File: config.mk
export PLATFORM = sky130hd
export DESIGN_NAME = registrador_id_ex
export DESIGN_NICKNAME = d
export VERILOG_FILES = /design/src/rtl/registrador_id_ex_pkg.sv /design/src/rtl/registrador_carga.sv /design/src/rtl/registrador_id_ex.sv
export SDC_FILE = /design/constraint.sdc
export NUM_CORES = 1
export LEC_CHECK = 0
export ABC_CLOCK_PERIOD_IN_PS = 1800
export CAP_MARGIN = 5
export CORE_MARGIN = 3
export CORE_UTILIZATION = 46
export DETAILED_ROUTE_END_ITERATION = 8
export GPL_ROUTABILITY_DRIVEN = 0
export PLACE_DENSITY = 0.77
export SLEW_MARGIN = 20
export SYNTH_ARGS = -nofsm -noshare
export SYNTH_HDL_FRONTEND = slang
export SYNTH_HIERARCHICAL = 1
export SYNTH_SLANG_ARGS = --single-unit
File: constraint.sdc
create_clock -name clk -period 1.8 [get_ports clk]
set_clock_uncertainty 0.15 [all_clocks]
set_input_delay 0.45 -clock clk [delete_from_list [all_inputs] [get_ports clk]]
set_output_delay 0.45 -clock clk [all_outputs]
set_load 0.005 [all_outputs]
File: src/rtl/registrador_id_ex_pkg.sv
// Shared definitions for the ID/EX buffer: ALU op codes, skid-buffer state and payload width.
package pacote_ula;

    localparam logic [1:0] NAO     = 2'd0;
    localparam logic [1:0] SOMA    = 2'd1;
    localparam logic [1:0] SUBTRAI = 2'd2;

    typedef enum logic [1:0] {
        VAZIO = 2'd0,
        UM    = 2'd1,
        DOIS  = 2'd2
    } estado_skid_t;

    // Payload layout, MSB first: dina, dinb, imm, soma_ou_subtrai, usa_imm, rd
    function automatic int largura_payload(input int bits, input int reg_bits);
        return 3 * bits + 2 + 1 + reg_bits;
    endfunction

endpackage

File: src/rtl/registrador_carga.sv
// Load-enabled register of generic width with asynchronous active-low clear.
module registrador_carga #(
    parameter int BITS = 64
) (
    input  logic            clk,
    input  logic            rst_n,
    input  logic            carga,
    input  logic [BITS-1:0] d,
    output logic [BITS-1:0] q
);

    always_ff @(posedge clk or negedge rst_n) begin
        if (!rst_n) begin
            q <= '0;
        end else if (carga) begin
            q <= d;
        end
    end

endmodule

File: src/rtl/registrador_id_ex.sv
// Decode->execute 2-entry skid buffer feeding the ALU over valid/ready.
// Optional stall counter enabled by defining ID_EX_CONTADOR_STALL_EN.
module registrador_id_ex
    import pacote_ula::*;
#(
    parameter int BITS     = 64,
    parameter int REG_BITS = 5
) (
    input  logic                clk,
    input  logic                rst_n,
    input  logic                in_valid,
    output logic                in_ready,
    input  logic [BITS-1:0]     in_dina,
    input  logic [BITS-1:0]     in_dinb,
    input  logic [BITS-1:0]     in_imm,
    input  logic [1:0]          in_soma_ou_subtrai,
    input  logic                in_usa_imm,
    input  logic [REG_BITS-1:0] in_rd,
    input  logic                flush,
    output logic                out_valid,
    input  logic                out_ready,
    output logic [BITS-1:0]     out_dina,
    output logic [BITS-1:0]     out_dinb,
    output logic [BITS-1:0]     out_imm,
    output logic [1:0]          out_soma_ou_subtrai,
    output logic                out_usa_imm,
`ifdef ID_EX_CONTADOR_STALL_EN
    output logic [REG_BITS-1:0] out_rd,
    output logic [31:0]         stall_count
`else
    output logic [REG_BITS-1:0] out_rd
`endif
);

    localparam int W = largura_payload(BITS, REG_BITS);

    estado_skid_t estado, prox_estado;
    logic         aceita, emite, vld_p1;
    logic         carga_cab, carga_skid, cab_do_skid;
    logic [W-1:0] entrada_p0, d_cab_p0, cab_p1, skid_p1;

    assign entrada_p0 = {in_dina, in_dinb, in_imm, in_soma_ou_subtrai, in_usa_imm, in_rd};

    assign in_ready = (estado != DOIS);
    assign vld_p1   = (estado != VAZIO);
    assign aceita   = in_valid && in_ready;
    assign emite    = vld_p1 && out_ready;

    always_ff @(posedge clk or negedge rst_n) begin
        if (!rst_n) begin
            estado <= VAZIO;
        end else begin
            estado <= prox_estado;
        end
    end

    always_comb begin
        prox_estado = estado;
        carga_cab   = 1'b0;
        carga_skid  = 1'b0;
        cab_do_skid = 1'b0;
        case (estado)
            VAZIO: begin
                if (aceita) begin
                    prox_estado = UM;
                    carga_cab   = 1'b1;
                end
            end
            UM: begin
                if (aceita && emite) begin
                    carga_cab = 1'b1;
                end else if (aceita) begin
                    prox_estado = DOIS;
                    carga_skid  = 1'b1;
                end else if (emite) begin
                    prox_estado = VAZIO;
                end
            end
            DOIS: begin
                if (emite) begin
                    prox_estado = UM;
                    carga_cab   = 1'b1;
                    cab_do_skid = 1'b1;
                end
            end
            default: prox_estado = VAZIO;
        endcase
        // Flush wins over everything; the bundle offered this cycle is dropped
        if (flush) begin
            prox_estado = VAZIO;
            carga_cab   = 1'b0;
            carga_skid  = 1'b0;
        end
    end

    assign d_cab_p0 = cab_do_skid ? skid_p1 : entrada_p0;

    // ---- stage p0 -> p1: head and skid payload registers ----
    registrador_carga #(.BITS(W)) u_cabeca (
        .clk   (clk),
        .rst_n (rst_n),
        .carga (carga_cab),
        .d     (d_cab_p0),
        .q     (cab_p1)
    );

    registrador_carga #(.BITS(W)) u_skid (
        .clk   (clk),
        .rst_n (rst_n),
        .carga (carga_skid),
        .d     (entrada_p0),
        .q     (skid_p1)
    );

    assign out_valid = vld_p1;
    assign {out_dina, out_dinb, out_imm, out_soma_ou_subtrai, out_usa_imm, out_rd} = cab_p1;

`ifdef ID_EX_CONTADOR_STALL_EN
    function automatic logic [31:0] incrementa_sat(input logic [31:0] v);
        return (v == 32'hFFFF_FFFF) ? v : v + 32'd1;
    endfunction

    always_ff @(posedge clk or negedge rst_n) begin
        if (!rst_n) begin
            stall_count <= '0;
        end else if (vld_p1 && !out_ready) begin
            stall_count <= incrementa_sat(stall_count);
        end
    end
`endif

endmodule

======== Word-level counts from Yosys, hierarchy flattened ========
Index checks and enable logic that the tools add are counted.
word-level totals
  input port bits ......................... 205
  output and inout port bits .............. 202
  register bits ........................... 402
  word-level logic and storage cells ...... 33
cells by class
  mux-type cells .......................... 17
  reduce and logical (&&, ||, !) cells .... 6
  equality and inequality tests ........... 7
operators with widths
  kind                                                              count
  200-bit 2-to-1 mux                                                1
  2-bit 2-to-1 mux                                                  6
  3-bit != test (second input constant)                             3
  1-bit 2-to-1 mux                                                  8
  2-bit one-hot mux with 3 select lines                             1
  4-bit != test (second input constant)                             1
  4-bit AND reduction                                               1
  1-bit logical AND                                                 3
  1-bit one-hot mux with 3 select lines                             1
  2-bit by 1-bit == test with 1-bit output (second input constant)  1
  2-bit == test (second input constant)                             1
  2-bit logical NOT                                                 1
  2-bit != test (second input constant)                             1
  2-bit nonzero test                                                1

======== Longest topological paths before layout ========
Gate-level depths: netlist of run 1.
  depth after elaboration ................. 7
  depth in mapped cells ................... 6
  gate-level depth less buffers ........... 4

======== By module ========
The synthesis of run 1 kept the hierarchy.
modules (own cells, without submodules)
  module             cells each  times used  area each (µm²)  sequential area each (µm²)
  registrador_carga  422         2           7554.7           5004.8
  registrador_id_ex  237         1           2685.1           50.0

======== Worst setup path before layout of run 1 ========
Ideal clock, no wire load.
  kind .................................... reg2reg
  start ................................... register estado[1]
  end ..................................... register u_skid.q[0]
  cell stages (with the launch flop) ...... 7
  arrival time ............................ 1.619 ns
  required time ........................... 1.525 ns
  setup time .............................. 0.125 ns
  slack ................................... -0.094 ns
  path buffers ............................ 2
  clock period less this slack ............ 1.894 ns
  cell sequence ........................... dfrtp_1 -> and2b_1 -> nand2_1 -> nor3_1 -> buf_6 -> clkbuf_8 -> mux2_2
between the ends
  word-level cells in the longest chain between the ends .. 6
  elaborated cells between the ends (all ways) .. 10
  those cells by class .................... eq/ne (2); mux (4); reduce/logical (4)
ends and longest elaborated chain
  item                                                   line                                              text
  start: declaration                                     registrador_id_ex.sv:37                           estado_skid_t estado, prox_estado;
  start signal: assignment                               registrador_id_ex.sv:53                           estado <= prox_estado;
  2-bit != test or 2-bit nonzero test (tied branches)    registrador_id_ex.sv:44, registrador_id_ex.sv:45
  1-bit logical AND (on tied branches)                   registrador_id_ex.sv:46, registrador_id_ex.sv:47
  1-bit 2-to-1 mux or 1-bit logical AND (tied branches)  registrador_id_ex.sv:72, registrador_id_ex.sv:70
  1-bit 2-to-1 mux                                       registrador_id_ex.sv:70                           if (aceita && emite) begin
  1-bit 2-to-1 mux (*)                                   registrador_id_ex.sv:62                           case (estado)
  1-bit 2-to-1 mux (*)                                   registrador_id_ex.sv:89                           if (flush) begin
  via carga_skid                                         registrador_id_ex.sv:39                           logic carga_cab, carga_skid, cab_do_skid;
  end signal: assignment                                 registrador_carga.sv:14                           q <= '0;
  end signal: assignment                                 registrador_carga.sv:16                           q <= d;
  end: declaration                                       registrador_carga.sv:9                            output logic [BITS-1:0] q
Mark *: on every way through the listed nets, which the timed path passes. The rest lies on a longest branch.
A chain may end at the register's enable or synchronous reset.

======== Worst setup path after layout of run 1 ========
  start ................................... register estado[1]
  end ..................................... register u_cabeca.q[6]
between the ends
  elaborated cells between the ends (all ways) .. 15
  those cells by class .................... eq/ne (3); mux (7); reduce/logical (5)
RTL lines
  item                    line                     text
  2-bit nonzero test      registrador_id_ex.sv:45  assign vld_p1 = (estado != VAZIO);
  1-bit logical AND       registrador_id_ex.sv:47  assign emite = vld_p1 && out_ready;
  1-bit 2-to-1 mux        registrador_id_ex.sv:80  if (emite) begin
  1-bit 2-to-1 mux (*)    registrador_id_ex.sv:62
  200-bit 2-to-1 mux (*)  registrador_id_ex.sv:96  assign d_cab_p0 = cab_do_skid ? skid_p1 : entrada_p0;
  via d_cab_p0[6]         registrador_id_ex.sv:40  logic [W-1:0] entrada_p0, d_cab_p0, cab_p1, skid_p1;
  end signal: assignment  registrador_carga.sv:14
  end signal: assignment  registrador_carga.sv:16
  end: declaration        registrador_carga.sv:9
Marks and branches as above.

==> report_table.html, run 1 <==
<table>
<tr><th>Metric</th><th>Value</th></tr>
<tr><th colspan="2">Floorplan</th></tr>
<tr><td>Area of the die</td><td>41100 µm²</td></tr>
<tr><td>Core Box Area</td><td>37900 µm²</td></tr>
<tr><td>Width of the die</td><td>203 µm</td></tr>
<tr><td>Vertical die dimension</td><td>203 µm</td></tr>
<tr><td>Standard-cell rows</td><td>71</td></tr>
<tr><td>Top-level port count</td><td>407</td></tr>
<tr><td>Initial core utilization</td><td>46.9%</td></tr>
<tr><th colspan="2">Synthesis</th></tr>
<tr><td>Cells after Synth</td><td>1081</td></tr>
<tr><td>Syn nets</td><td>1286</td></tr>
<tr><td>Synthesis warning total</td><td>6</td></tr>
<tr><td>Average cell area after synthesis</td><td>16.5 µm²</td></tr>
<tr><td>Biggest area contributors in the synthesized netlist</td><td>sky130_fd_sc_hd__dfrtp_1 (57%), sky130_fd_sc_hd__mux2_2 (38%), sky130_fd_sc_hd__clkbuf_8 (4.6%)</td></tr>
<tr><td>Top-count cell post-synth</td><td>sky130_fd_sc_hd__mux2_2</td></tr>
<tr><td>Flip-flop and latch count after synthesis</td><td>402</td></tr>
<tr><td>Count of flip-flops with a built-in enable after synthesis</td><td>0</td></tr>
<tr><td>Area fraction of the dominant cell type after synthesis</td><td>56.5%</td></tr>
<tr><td>Sequential element share of the synthesized area</td><td>56.5%</td></tr>
<tr><td>Most instantiated flip-flop cell in the synthesis netlist</td><td>sky130_fd_sc_hd__dfrtp_1</td></tr>
<tr><td>List of most frequent post-synthesis cells</td><td>sky130_fd_sc_hd__mux2_2 (600), sky130_fd_sc_hd__dfrtp_1 (402), sky130_fd_sc_hd__clkbuf_8 (60)</td></tr>
<tr><td>Dominant cell type by area after synthesis</td><td>sky130_fd_sc_hd__dfrtp_1</td></tr>
<tr><td>Post-synthesis instance area</td><td>17800 µm²</td></tr>
<tr><td>FFs w/ async S/R, synth</td><td>100%</td></tr>
<tr><td>Count of cell types in the netlist</td><td>16</td></tr>
<tr><th colspan="2">Routing</th></tr>
<tr><td>Total DRC errors in the routed layout</td><td>0</td></tr>
<tr><td>Routed via count</td><td>11300</td></tr>
<tr><td>Aggregate routed wire length</td><td>49600 µm</td></tr>
<tr><td>Antenna Nets Post-Route</td><td>0</td></tr>
<tr><td>DR pass1 iterations</td><td>4</td></tr>
<tr><td>Number of DRC markers in iteration 0</td><td>435</td></tr>
<tr><td>Vias per cell</td><td>5.22</td></tr>
<tr><td>Wire length per cell</td><td>22.9 µm</td></tr>
<tr><th colspan="2">STA</th></tr>
<tr><td>Max Fclk</td><td>471 MHz</td></tr>
<tr><td>Slew at the pin closest to its max-slew limit</td><td>0.347 ns</td></tr>
<tr><td>Worst slew margin relative to its limit</td><td>76.9%</td></tr>
<tr><td>Tcrit/Tclk final</td><td>118%</td></tr>
<tr><td>Final hold violation count</td><td>0</td></tr>
<tr><td>Setup TNS</td><td>-109.09 ns</td></tr>
<tr><td>Final setup fails</td><td>437</td></tr>
<tr><td>Max-slew violation total from the final report</td><td>0</td></tr>
<tr><td>Setup repair after global routing missed its margin</td><td>yes</td></tr>
<tr><td>Final setup margin</td><td>-0.321 ns</td></tr>
<tr><td>Min Clock Period, post-route</td><td>2.12 ns</td></tr>
<tr><th colspan="2">Worst setup path</th></tr>
<tr><td>Required time at the worst-slack endpoint</td><td>2.08 ns</td></tr>
<tr><td>CP max FO</td><td>10</td></tr>
<tr><td>Data arrival time of the worst path</td><td>2.40 ns</td></tr>
<tr><td>Register-to-register setup slack</td><td>-0.32 ns</td></tr>
<tr><td>Worst Setup End Kind</td><td>flip-flop</td></tr>
<tr><td>Startpoint-to-endpoint class of the critical path</td><td>flip-flop to flip-flop</td></tr>
<tr><td>Type of element launching the critical path</td><td>flip-flop</td></tr>
<tr><th colspan="2">Placed design</th></tr>
<tr><td>Quantity of I/O buffers inserted on ports</td><td>406</td></tr>
<tr><td>Hpwl dp</td><td>30700 µm</td></tr>
<tr><td>Placed instance area</td><td>22600 µm²</td></tr>
<tr><td>Number of cells after detailed placement</td><td>2005</td></tr>
<tr><th colspan="2">Clock network</th></tr>
<tr><td>TritonCTS Sinks</td><td>402</td></tr>
<tr><td>H-tree level count</td><td>2</td></tr>
<tr><td>Clock-pin slew reported for the worst setup and hold paths after clock tree synthesis</td><td>0.06 ns</td></tr>
<tr><td>CTS root buf</td><td>sky130_fd_sc_hd__clkbuf_16</td></tr>
<tr><td>CTS tree</td><td>yes</td></tr>
<tr><td>Max clock buf depth</td><td>3</td></tr>
<tr><td>Worst skew pair latency</td><td>0.55 ns</td></tr>
<tr><td>Clock buffers created by TritonCTS</td><td>43</td></tr>
<tr><th colspan="2">Global routing</th></tr>
<tr><td>Global-route wire length before repair</td><td>68200 µm</td></tr>
<tr><td>Met2 layer usage reported by global route</td><td>36.7%</td></tr>
<tr><td>Number of antenna violations at the first check in global routing</td><td>2</td></tr>
<tr><td>Met3 demand-to-capacity share in global routing</td><td>4.23%</td></tr>
<tr><td>Most crowded layer after global routing</td><td>met2</td></tr>
<tr><td>GR Util met1</td><td>25.5%</td></tr>
<tr><td>Maximum number of pins on one net before global-route repair</td><td>61</td></tr>
<tr><td>Overall fraction of global-route tracks in use</td><td>21.0%</td></tr>
<tr><td>Number of global-route vias before repair</td><td>12100</td></tr>
<tr><td>Overflow after GRT</td><td>0</td></tr>
<tr><th colspan="2">Status</th></tr>
<tr><td>Run status</td><td>finished with violations</td></tr>
<tr><td>Violations in the final reports</td><td>setup timing</td></tr>
<tr><th colspan="2">Power</th></tr>
<tr><td>Pwr per Cell Area</td><td>1080 nW/µm²</td></tr>
<tr><td>Leakage</td><td>11.2 nW</td></tr>
<tr><td>Peak VDD IR</td><td>0.774 mV</td></tr>
<tr><td>Total power</td><td>27.7 mW</td></tr>
<tr><th colspan="2">Finish</th></tr>
<tr><td>Final cell area excluding filler cells</td><td>25700 µm²</td></tr>
<tr><td>Net count reported at finish</td><td>1824</td></tr>
<tr><td>Share of cells above drive strength 1</td><td>53.4%</td></tr>
<tr><td>Synthesis-to-finish area growth</td><td>44.7%</td></tr>
<tr><td>Final standard cell count with taps included and fillers excluded</td><td>2162</td></tr>
<tr><th colspan="2">Hold path</th></tr>
<tr><td>Hold Crit Class</td><td>primary input to asynchronous set/reset pin</td></tr>
<tr><th colspan="2">Run</th></tr>
<tr><td>Max capacitance violation total</td><td>0</td></tr>
</table>
-- worst max-delay path, cell delays in order (launching register included) --
cell and delay [ns]:
sky130_fd_sc_hd__dfrtp_1 0.39, sky130_fd_sc_hd__buf_4 0.15, sky130_fd_sc_hd__nand3b_1 0.14, sky130_fd_sc_hd__buf_6 0.17
sky130_fd_sc_hd__buf_12 0.18, sky130_fd_sc_hd__buf_6 0.18, sky130_fd_sc_hd__mux2_2 0.36, sky130_fd_sc_hd__mux2_2 0.28
-- flip-flops by register name, summed over array words and instances, names as in the netlist --
name / count
estado: 2
u_skid/q: 200
u_cabeca/q: 200
-- worst paths after layout --
check                                             from                          end  cells after the start
max                              estado[1]$_DFFE_PN0P_    u_cabeca/q[6]$_DFFE_PN0P_                      7
min in group clk           u_cabeca/q[121]$_DFFE_PN0P_  u_cabeca/q[121]$_DFFE_PN0P_                      1
max in group asynchronous                        rst_n  u_cabeca/q[125]$_DFFE_PN0P_                      4
min                                              rst_n     u_skid/q[66]$_DFFE_PN0P_                      2
max reg2reg                      estado[1]$_DFFE_PN0P_    u_cabeca/q[6]$_DFFE_PN0P_                      7
min reg2reg                u_cabeca/q[121]$_DFFE_PN0P_  u_cabeca/q[121]$_DFFE_PN0P_                      1
-- layer usage --
| layer | share of wire, % | wire (µm) |
|---|---|---|
| met3 | 4.5 | 2240 |
| met4 | 3.8 | 1890 |
| met1 | 40 | 20000 |
| met2 | 51 | 25400 |
| met5 | 0 | 0 |
-- through the flow --
step / util (%) / hold WS (ns) / setup WS, ns
3_5_place_dp: 59.6 / 0.175 / -0.741
5_1_grt: 67.9 / 0.187 / -0.388
4_1_cts: 64.2 / 0.175 / -0.293
2_1_floorplan: - / 0.00441 / 0.00458
6_report: 67.9 / 0.193 / -0.321
3_3_place_gp: 59.6 / 0.174 / -0.705
-- power breakdown --
part	switching (mW)	internal, mW
registers	1.30	11.3
clock network	3.47	5.19
logic	2.05	4.39
-- repair_timing --
item,4_1_cts,5_1_grt
cloned,3,33
setup buffers,38,7
hold buffers,1,0
endpoints found under the hold margin,263,0
pin swaps,1,4
resized for setup,449,165
setup endpoints to repair,602,458
-- cell families after synthesis --
kind of cell | share of synthesized area (%)
AOI/OAI and AO/OA | 0.148
buffers and inverters | 5.02
DFF | 56.5
muxes | 38.0
and+or+nand+nor | 0.331
-- cell usage in the layout (no fill, tap or decap), types with 2 or more instances in the layout --
cell                              count
sky130_fd_sc_hd__clkdlybuf4s15_2     18
sky130_fd_sc_hd__mux2_4             129
sky130_fd_sc_hd__mux2_2             471
sky130_fd_sc_hd__buf_6               17
sky130_fd_sc_hd__clkbuf_16           72
sky130_fd_sc_hd__buf_2               38
sky130_fd_sc_hd__clkdlybuf4s15_1    111
sky130_fd_sc_hd__clkdlybuf4s50_1    238
sky130_fd_sc_hd__buf_12              29
sky130_fd_sc_hd__buf_8                7
sky130_fd_sc_hd__clkbuf_1            12
sky130_fd_sc_hd__buf_4               59
sky130_fd_sc_hd__clkinv_2             5
sky130_fd_sc_hd__clkbuf_8            12
sky130_fd_sc_hd__buf_16              14
sky130_fd_sc_hd__dfrtp_1            402
sky130_fd_sc_hd__diode_2              2
-- layout make-up --
| type | count | area [µm²] |
|---|---|---|
| Clock inverter | 6 | 55.1 |
| Fill cell | 2602 | 12200 |
| Sequential cell | 402 | 10100 |
| Tap cell | 511 | 639 |
| Antenna cell | 2 | 5.00 |
| Multi-Input combinational cell | 613 | 7370 |
| Clock buffer | 69 | 1340 |
| Timing Repair Buffer | 559 | 6280 |
Power figures use the tool's default switching activity.
==> run 2: changes to the inputs <==
--- a/config.mk
+++ b/config.mk
@@ -8,10 +8,12 @@
 export ABC_CLOCK_PERIOD_IN_PS = 1800
 export CAP_MARGIN = 5
 export CORE_MARGIN = 3
-export CORE_UTILIZATION = 46
+export CORE_UTILIZATION = 47
+export CTS_BUF_LIST = sky130_fd_sc_hd__clkbuf_8
 export DETAILED_ROUTE_END_ITERATION = 8
 export GPL_ROUTABILITY_DRIVEN = 0
-export PLACE_DENSITY = 0.77
+export PLACE_DENSITY = 0.79
+export RECOVER_POWER = 50
 export SLEW_MARGIN = 20
 export SYNTH_ARGS = -nofsm -noshare
 export SYNTH_HDL_FRONTEND = slang
==> run 2 against run 1 <==
The run still ends with setup timing left. Via count rose by 2.4%. Largest power group unchanged. Non-clock buffer count grew 18. Sequential power hardly changed. Clock-buffer cell count up 21. Critical endpoint is now u_cabeca/q[167]$_DFFE_PN0P_.
==> report_table.html, run 2 (synthesized netlist as in run 1, its figures left out) <==
<table>
<tr><th>Metric</th><th>Value</th></tr>
<tr><th colspan="2">STA</th></tr>
<tr><td>Setup repair after global routing missed its margin</td><td>yes</td></tr>
<tr><td>Min Clock Period, post-route</td><td>2.20 ns</td></tr>
<tr><td>Worst slew margin relative to its limit</td><td>46.8%</td></tr>
<tr><td>Final hold violation count</td><td>0</td></tr>
<tr><td>Final setup fails</td><td>420</td></tr>
<tr><td>Final setup margin</td><td>-0.398 ns</td></tr>
<tr><td>Max Fclk</td><td>455 MHz</td></tr>
<tr><td>Slew at the pin closest to its max-slew limit</td><td>0.798 ns</td></tr>
<tr><td>Max-slew violation total from the final report</td><td>0</td></tr>
<tr><td>Tcrit/Tclk final</td><td>122%</td></tr>
<tr><td>Final hold slack</td><td>0.297 ns</td></tr>
<tr><th colspan="2">Finish</th></tr>
<tr><td>Multi-input logic area</td><td>7660 µm²</td></tr>
<tr><td>Share of cells above drive strength 1</td><td>63.1%</td></tr>
<tr><td>Number of filler cells placed in the layout</td><td>2423</td></tr>
<tr><td>Net count reported at finish</td><td>1869</td></tr>
<tr><td>Most frequent standard cell in the layout excluding fill and tap cells</td><td>sky130_fd_sc_hd__dfrtp_1</td></tr>
<tr><td>Area occupied by registers</td><td>10100 µm²</td></tr>
<tr><td>Synthesis-to-finish area growth</td><td>43.1%</td></tr>
<tr><td>Top Registers</td><td>u_cabeca/q: 200 flops, u_skid/q: 200 flops, estado: 2 flops</td></tr>
<tr><td>Highest-count cells in the layout ignoring fill and taps</td><td>sky130_fd_sc_hd__dfrtp_1 (402), sky130_fd_sc_hd__mux2_2 (392), sky130_fd_sc_hd__mux2_4 (208)</td></tr>
<tr><th colspan="2">Worst setup path</th></tr>
<tr><td>R2R cell count</td><td>8</td></tr>
<tr><td>Required time at the worst-slack endpoint</td><td>2.13 ns</td></tr>
<tr><td>Source of the worst register-to-register timing path</td><td>estado[1]$_DFFE_PN0P_</td></tr>
<tr><td>Worst Setup End Kind</td><td>flip-flop</td></tr>
<tr><td>Register-to-register setup slack</td><td>-0.40 ns</td></tr>
<tr><td>Critical register-to-register path endpoint</td><td>u_cabeca/q[167]$_DFFE_PN0P_</td></tr>
<tr><td>Type of element launching the critical path</td><td>flip-flop</td></tr>
<tr><td>Data arrival time of the worst path</td><td>2.53 ns</td></tr>
<tr><td>Startpoint-to-endpoint class of the critical path</td><td>flip-flop to flip-flop</td></tr>
<tr><td>CP max FO</td><td>9</td></tr>
<tr><th colspan="2">Routing</th></tr>
<tr><td>Vias per cell</td><td>5.19</td></tr>
<tr><td>Aggregate routed wire length</td><td>49900 µm</td></tr>
<tr><td>Antenna Nets Post-Route</td><td>0</td></tr>
<tr><td>DR pass1 iterations</td><td>4</td></tr>
<tr><td>Routed metal-1 wire length</td><td>20400 µm</td></tr>
<tr><td>Amount of wire on met2 after detailed routing</td><td>24600 µm</td></tr>
<tr><td>Wire length per cell</td><td>22.4 µm</td></tr>
<tr><td>Max layer used</td><td>met4</td></tr>
<tr><td>Number of DRC markers in iteration 0</td><td>336</td></tr>
<tr><td>Met3 layer wire length in the routed design</td><td>2710 µm</td></tr>
<tr><td>Routed via count</td><td>11600</td></tr>
<tr><td>Total DRC errors in the routed layout</td><td>0</td></tr>
<tr><th colspan="2">Power</th></tr>
<tr><td>Register share of total power</td><td>46.0%</td></tr>
<tr><td>Clock Power Share</td><td>30.6%</td></tr>
<tr><td>Psw</td><td>7.11 mW</td></tr>
<tr><td>Pwr per Cell Area</td><td>1070 nW/µm²</td></tr>
<tr><td>Power Internal</td><td>20.2 mW</td></tr>
<tr><td>Leakage</td><td>11.5 nW</td></tr>
<tr><td>Peak VDD IR</td><td>0.709 mV</td></tr>
<tr><td>Total power</td><td>27.3 mW</td></tr>
<tr><td>Comb pwr share</td><td>23.5%</td></tr>
<tr><td>Switching share of total power</td><td>26.0%</td></tr>
<tr><th colspan="2">Clock network</th></tr>
<tr><td>H-tree level count</td><td>3</td></tr>
<tr><td>CTS tree</td><td>yes</td></tr>
<tr><td>CTS root buf</td><td>sky130_fd_sc_hd__clkbuf_8</td></tr>
<tr><td>Worst skew pair latency</td><td>0.60 ns</td></tr>
<tr><td>Clock-pin slew reported for the worst setup and hold paths after clock tree synthesis</td><td>0.06 ns</td></tr>
<tr><td>TritonCTS Sinks</td><td>402</td></tr>
<tr><td>Clock buffers created by TritonCTS</td><td>70</td></tr>
<tr><td>Max clock buf depth</td><td>3</td></tr>
<tr><th colspan="2">Floorplan</th></tr>
<tr><td>Core Box Area</td><td>37000 µm²</td></tr>
<tr><td>Vertical die dimension</td><td>201 µm</td></tr>
<tr><td>Width of the die</td><td>201 µm</td></tr>
<tr><td>Standard-cell rows</td><td>70</td></tr>
<tr><td>Area of the die</td><td>40200 µm²</td></tr>
<tr><td>Initial core utilization</td><td>48.1%</td></tr>
<tr><td>Top-level port count</td><td>407</td></tr>
<tr><th colspan="2">Placed design</th></tr>
<tr><td>DP Worst Slack</td><td>-0.772 ns</td></tr>
<tr><td>Hpwl dp</td><td>31000 µm</td></tr>
<tr><td>Quantity of I/O buffers inserted on ports</td><td>406</td></tr>
<tr><th colspan="2">Global routing</th></tr>
<tr><td>Overflow after GRT</td><td>0</td></tr>
<tr><td>Number of antenna violations at the first check in global routing</td><td>8</td></tr>
<tr><td>Global-route wire length before repair</td><td>69600 µm</td></tr>
<tr><td>Overall fraction of global-route tracks in use</td><td>21.7%</td></tr>
<tr><td>Maximum number of pins on one net before global-route repair</td><td>76</td></tr>
<tr><td>Number of global-route vias before repair</td><td>12400</td></tr>
<tr><th colspan="2">Status</th></tr>
<tr><td>Run status</td><td>finished with violations</td></tr>
<tr><td>Violations in the final reports</td><td>setup timing</td></tr>
<tr><th colspan="2">Hold path</th></tr>
<tr><td>Hold Crit Class</td><td>primary input to asynchronous set/reset pin</td></tr>
<tr><th colspan="2">Run</th></tr>
<tr><td>Max capacitance violation total</td><td>0</td></tr>
</table>
run 2: cell count changes in the layout (fill, tap and decap cells not counted), sizes merged:
cell and change:
buf +175, diode +6, inv +21, clkdlybuf4s50 -35, clkinvlp +3, clkbuf +28
clkinv +4, clkdlybuf4s15 -129
run 2: cell type report:
| cell class | count | share of cell area [%] |
|---|---|---|
| sequential | 402 | 39.5 |
| multi-input combinational | 613 | 30.1 |
| timing repair buffer | 577 | 22.3 |
| clock buffer | 90 | 4.87 |
| tap | 504 | 2.48 |
| clock inverter | 34 | 0.713 |
| antenna | 8 | 0.0786 |
run 2: metrics by stage:
step	setup TNS, ns	std cells	util (%)	instance area, µm²
after detailed placement	-277.99	2010	61.5	22700
after floorplan	0	1081	-	17800
after global placement	-270.20	2010	61.5	22700
after global routing	-159.17	2228	68.9	25500
final	-120.80	2228	68.9	25500
after CTS	-85.63	2172	63.8	23600
run 2: power groups by stage:
stage | logic, mW | clock network (mW) | registers [mW]
after floorplan | 2.63 | 0 | 12.4
after global placement | 5.80 | 0 | 12.5
after detailed placement | 6.00 | 0 | 12.6
after CTS | 5.34 | 8.55 | 12.4
after global routing | 6.82 | 9.00 | 12.8
final | 6.41 | 8.34 | 12.5
run 2: what timing repair did:
item,CTS,global route
hold buffers,1,0
pin swaps,0,1
cloned,3,29
setup buffers,34,23
endpoints found under the setup margin,602,417
endpoints found under the hold margin,270,0
gates resized for setup,821,269
run 2: worst max-delay path by stage:
stage,from,to,slack [ns],cells past startpoint
after global placement,out_ready,u_cabeca/q[10]$_DFFE_PN0P_,-0.72,7
after detailed placement,out_ready,u_cabeca/q[92]$_DFFE_PN0P_,-0.77,7
after floorplan,estado[1]$_DFFE_PN0P_,u_skid/q[0]$_DFFE_PN0P_,0.005,6
after global routing,estado[1]$_DFFE_PN0P_,u_cabeca/q[112]$_DFFE_PN0P_,-0.44,8
after CTS,estado[0]$_DFFE_PN0P_,in_ready,-0.37,3
final,estado[1]$_DFFE_PN0P_,u_cabeca/q[167]$_DFFE_PN0P_,-0.40,8
run 2: worst max-delay path: stages, from the launching register on:
cell                        delay (ns)
sky130_fd_sc_hd__dfrtp_1          0.41
sky130_fd_sc_hd__and2b_1          0.24
sky130_fd_sc_hd__buf_4            0.13
sky130_fd_sc_hd__nand2_2          0.08
sky130_fd_sc_hd__a21oi_4          0.20
sky130_fd_sc_hd__buf_6            0.15
sky130_fd_sc_hd__buf_12           0.16
sky130_fd_sc_hd__clkbuf_16        0.18
sky130_fd_sc_hd__mux2_2           0.34
run 2: routing by layer:
metal | global-route usage [%] | up-vias
met5 | 0 | -
met4 | 11.4 | 0
met3 | 6.41 | 112
met2 | 36.1 | 377
met1 | 25.5 | 5986
li1 | - | 5090
==> run 3: changes to the inputs <==
--- a/config.mk
+++ b/config.mk
@@ -5,14 +5,14 @@
 export SDC_FILE = /design/constraint.sdc
 export NUM_CORES = 1
 export LEC_CHECK = 0
-export ABC_CLOCK_PERIOD_IN_PS = 1800
+export ABC_CLOCK_PERIOD_IN_PS = 2100
 export CAP_MARGIN = 5
 export CORE_MARGIN = 3
-export CORE_UTILIZATION = 47
+export CORE_UTILIZATION = 50
 export CTS_BUF_LIST = sky130_fd_sc_hd__clkbuf_8
 export DETAILED_ROUTE_END_ITERATION = 8
 export GPL_ROUTABILITY_DRIVEN = 0
-export PLACE_DENSITY = 0.79
+export PLACE_DENSITY = 0.8
 export RECOVER_POWER = 50
 export SLEW_MARGIN = 20
 export SYNTH_ARGS = -nofsm -noshare
==> constraint.sdc (replaced) <==
create_clock -name clk -period 2.1 [get_ports clk]
set_clock_uncertainty 0.15 [all_clocks]
set_input_delay 0.525 -clock clk [delete_from_list [all_inputs] [get_ports clk]]
set_output_delay 0.525 -clock clk [all_outputs]
set_load 0.005 [all_outputs]
==> run 3 against run 2 <==
The run still ends with setup timing left. Cell count decreased by 5.3%. Combinational power decreased by 25%. Worst hold slack improved by 0.049 ns. Non-clock buffer count decreased by 66. Sequential power decreased by 14%.
==> report_table.html, run 3 (synthesized netlist as in run 1, its figures left out) <==
<table>
<tr><th>Metric</th><th>Value</th></tr>
<tr><th colspan="2">Status</th></tr>
<tr><td>Run status</td><td>finished with violations</td></tr>
<tr><td>Violations in the final reports</td><td>setup timing</td></tr>
<tr><th colspan="2">STA</th></tr>
<tr><td>Setup repair after global routing missed its margin</td><td>yes</td></tr>
<tr><td>Max-slew violation total from the final report</td><td>0</td></tr>
<tr><td>Worst slew margin relative to its limit</td><td>41.2%</td></tr>
<tr><td>Final hold slack</td><td>0.346 ns</td></tr>
<tr><td>Slew at the pin closest to its max-slew limit</td><td>0.881 ns</td></tr>
<tr><td>Min Clock Period, post-route</td><td>2.17 ns</td></tr>
<tr><td>Final setup margin</td><td>-0.0708 ns</td></tr>
<tr><td>Final hold violation count</td><td>0</td></tr>
<tr><td>Max Fclk</td><td>461 MHz</td></tr>
<tr><td>Setup TNS</td><td>-6.01 ns</td></tr>
<tr><td>Tcrit/Tclk final</td><td>103%</td></tr>
<tr><td>Final setup fails</td><td>198</td></tr>
<tr><th colspan="2">Global routing</th></tr>
<tr><td>Number of global-route vias before repair</td><td>12300</td></tr>
<tr><td>Global-route wire length before repair</td><td>67800 µm</td></tr>
<tr><td>Overall fraction of global-route tracks in use</td><td>22.4%</td></tr>
<tr><td>Most crowded layer after global routing</td><td>met2</td></tr>
<tr><td>Met3 demand-to-capacity share in global routing</td><td>7.51%</td></tr>
<tr><td>Met2 layer usage reported by global route</td><td>38.0%</td></tr>
<tr><td>GR Util met1</td><td>26.7%</td></tr>
<tr><td>Maximum number of pins on one net before global-route repair</td><td>89</td></tr>
<tr><td>Number of antenna violations at the first check in global routing</td><td>8</td></tr>
<tr><td>Overflow after GRT</td><td>0</td></tr>
<tr><th colspan="2">Routing</th></tr>
<tr><td>Number of DRC markers in iteration 0</td><td>284</td></tr>
<tr><td>Aggregate routed wire length</td><td>45200 µm</td></tr>
<tr><td>Routed via count</td><td>11000</td></tr>
<tr><td>DR pass1 iterations</td><td>4</td></tr>
<tr><td>Vias per cell</td><td>5.21</td></tr>
<tr><td>Antenna Nets Post-Route</td><td>0</td></tr>
<tr><td>Wire length per cell</td><td>21.4 µm</td></tr>
<tr><td>Total DRC errors in the routed layout</td><td>0</td></tr>
<tr><th colspan="2">Floorplan</th></tr>
<tr><td>Standard-cell rows</td><td>68</td></tr>
<tr><td>Core Box Area</td><td>34800 µm²</td></tr>
<tr><td>Vertical die dimension</td><td>195 µm</td></tr>
<tr><td>Initial core utilization</td><td>51.1%</td></tr>
<tr><td>Top-level port count</td><td>407</td></tr>
<tr><td>Area of the die</td><td>37900 µm²</td></tr>
<tr><td>Width of the die</td><td>195 µm</td></tr>
<tr><th colspan="2">Clock network</th></tr>
<tr><td>TritonCTS Sinks</td><td>402</td></tr>
<tr><td>CTS root buf</td><td>sky130_fd_sc_hd__clkbuf_8</td></tr>
<tr><td>Max clock buf depth</td><td>3</td></tr>
<tr><td>H-tree level count</td><td>3</td></tr>
<tr><td>Clock buffers created by TritonCTS</td><td>70</td></tr>
<tr><td>Clock-pin slew reported for the worst setup and hold paths after clock tree synthesis</td><td>0.06 ns</td></tr>
<tr><td>Worst skew pair latency</td><td>0.62 ns</td></tr>
<tr><td>CTS tree</td><td>yes</td></tr>
<tr><th colspan="2">Finish</th></tr>
<tr><td>Final core utilization</td><td>69.7%</td></tr>
<tr><td>Net count reported at finish</td><td>1803</td></tr>
<tr><td>Number of filler cells placed in the layout</td><td>2411</td></tr>
<tr><td>Share of cells above drive strength 1</td><td>49.4%</td></tr>
<tr><td>Most frequent standard cell in the layout excluding fill and tap cells</td><td>sky130_fd_sc_hd__mux2_2</td></tr>
<tr><td>Synthesis-to-finish area growth</td><td>36.4%</td></tr>
<tr><td>Top Registers</td><td>u_cabeca/q: 200 flops, u_skid/q: 200 flops, estado: 2 flops</td></tr>
<tr><td>Final standard cell count with taps included and fillers excluded</td><td>2109</td></tr>
<tr><td>Highest-count cells in the layout ignoring fill and taps</td><td>sky130_fd_sc_hd__mux2_2 (557), sky130_fd_sc_hd__dfrtp_1 (402), sky130_fd_sc_hd__clkdlybuf4s50_1 (203)</td></tr>
<tr><td>Final cell area excluding filler cells</td><td>24300 µm²</td></tr>
<tr><th colspan="2">Power</th></tr>
<tr><td>Peak VDD IR</td><td>0.638 mV</td></tr>
<tr><td>Total power</td><td>22.5 mW</td></tr>
<tr><td>Pwr per Cell Area</td><td>928 nW/µm²</td></tr>
<tr><td>Leakage</td><td>10.8 nW</td></tr>
<tr><th colspan="2">Hold path</th></tr>
<tr><td>Hold Crit Class</td><td>flip-flop to flip-flop</td></tr>
<tr><td>Origin of the worst min-delay path</td><td>u_cabeca/q[191]$_DFFE_PN0P_</td></tr>
<tr><td>Number of stages on the worst hold path</td><td>1</td></tr>
<tr><td>End point of the most critical hold path</td><td>u_cabeca/q[191]$_DFFE_PN0P_</td></tr>
<tr><th colspan="2">Worst setup path</th></tr>
<tr><td>Worst Setup End Kind</td><td>flip-flop</td></tr>
<tr><td>Register-to-register setup slack</td><td>-0.07 ns</td></tr>
<tr><td>Critical register-to-register path endpoint</td><td>u_cabeca/q[8]$_DFFE_PN0P_</td></tr>
<tr><td>CP max FO</td><td>23</td></tr>
<tr><td>Type of element launching the critical path</td><td>flip-flop</td></tr>
<tr><td>Required time at the worst-slack endpoint</td><td>2.44 ns</td></tr>
<tr><td>Source of the worst register-to-register timing path</td><td>estado[1]$_DFFE_PN0P_</td></tr>
<tr><td>R2R cell count</td><td>8</td></tr>
<tr><td>Data arrival time of the worst path</td><td>2.51 ns</td></tr>
<tr><td>Startpoint-to-endpoint class of the critical path</td><td>flip-flop to flip-flop</td></tr>
<tr><th colspan="2">Placed design</th></tr>
<tr><td>Placed instance area</td><td>22400 µm²</td></tr>
<tr><td>Hpwl dp</td><td>30200 µm</td></tr>
<tr><td>Number of cells after detailed placement</td><td>1943</td></tr>
<tr><td>DP Worst Slack</td><td>-0.504 ns</td></tr>
<tr><td>Quantity of I/O buffers inserted on ports</td><td>406</td></tr>
<tr><th colspan="2">Run</th></tr>
<tr><td>Max capacitance violation total</td><td>0</td></tr>
</table>
[run 3: cell types whose count changed in the layout (fill, tap and decap cells not counted), moves of 7 or more]
cell | before | now
sky130_fd_sc_hd__dlygate4sd2_1 | 0 | 200
sky130_fd_sc_hd__buf_8 | 16 | 3
sky130_fd_sc_hd__buf_2 | 200 | 0
sky130_fd_sc_hd__buf_12 | 44 | 25
sky130_fd_sc_hd__clkbuf_8 | 90 | 83
sky130_fd_sc_hd__mux2_4 | 208 | 43
sky130_fd_sc_hd__mux2_2 | 392 | 557
sky130_fd_sc_hd__clkbuf_16 | 26 | 11
[run 3: per-layer routing]
metal | vias up | routed length (µm)
li1 | 4951 | -
met1 | 5664 | 18200
met2 | 308 | 22700
met3 | 71 | 3080
met4 | 4 | 1170
met5 | - | 27
[run 3: layout make-up]
cell class,instances,area (µm²),area share (%)
Sequential cell,402,10100,41.5
Multi-Input combinational cell,613,7040,29.0
Timing Repair Buffer,511,5210,21.5
Clock buffer,82,1130,4.65
Tap cell,455,569,2.35
Clock inverter,40,249,1.03
Antenna cell,6,15.0,0.0619
[run 3: power breakdown]
part	internal [mW]	total (mW)	switching (mW)
clock	3.82	7.01	3.19
combinational	3.16	4.82	1.66
sequential	9.68	10.7	0.998
[run 3: timing repair]
| action | 4_1_cts | 5_1_grt |
|---|---|---|
| gates resized for setup | 215 | 66 |
| hold buffers | 1 | 0 |
| gates cloned | 0 | 13 |
| endpoints found under the hold margin | 217 | 0 |
| setup buffers | 18 | 6 |
| pin swaps | 1 | 2 |
| endpoints found under the setup margin | 203 | 382 |
[run 3: worst max path at each step]
stage / startpoint / to / slack [ns]
6_report: estado[1]$_DFFE_PN0P_ / u_cabeca/q[8]$_DFFE_PN0P_ / -0.07
3_5_place_dp: in_valid / u_cabeca/q[141]$_DFFE_PN0P_ / -0.50
5_1_grt: estado[1]$_DFFE_PN0P_ / u_cabeca/q[196]$_DFFE_PN0P_ / -0.14
4_1_cts: estado[0]$_DFFE_PN0P_ / out_valid / -0.09
3_3_place_gp: in_valid / u_cabeca/q[43]$_DFFE_PN0P_ / -0.48
2_1_floorplan: in_valid / u_skid/q[0]$_DFFE_PN0P_ / 0.15
[run 3: critical path, cell delays in order (launching register included)]
cell,delay [ns]
sky130_fd_sc_hd__dfrtp_1,0.40
sky130_fd_sc_hd__buf_6,0.13
sky130_fd_sc_hd__and2b_2,0.23
sky130_fd_sc_hd__o21bai_2,0.10
sky130_fd_sc_hd__a21oi_4,0.17
sky130_fd_sc_hd__buf_4,0.14
sky130_fd_sc_hd__buf_12,0.15
sky130_fd_sc_hd__buf_12,0.19
sky130_fd_sc_hd__mux2_2,0.36
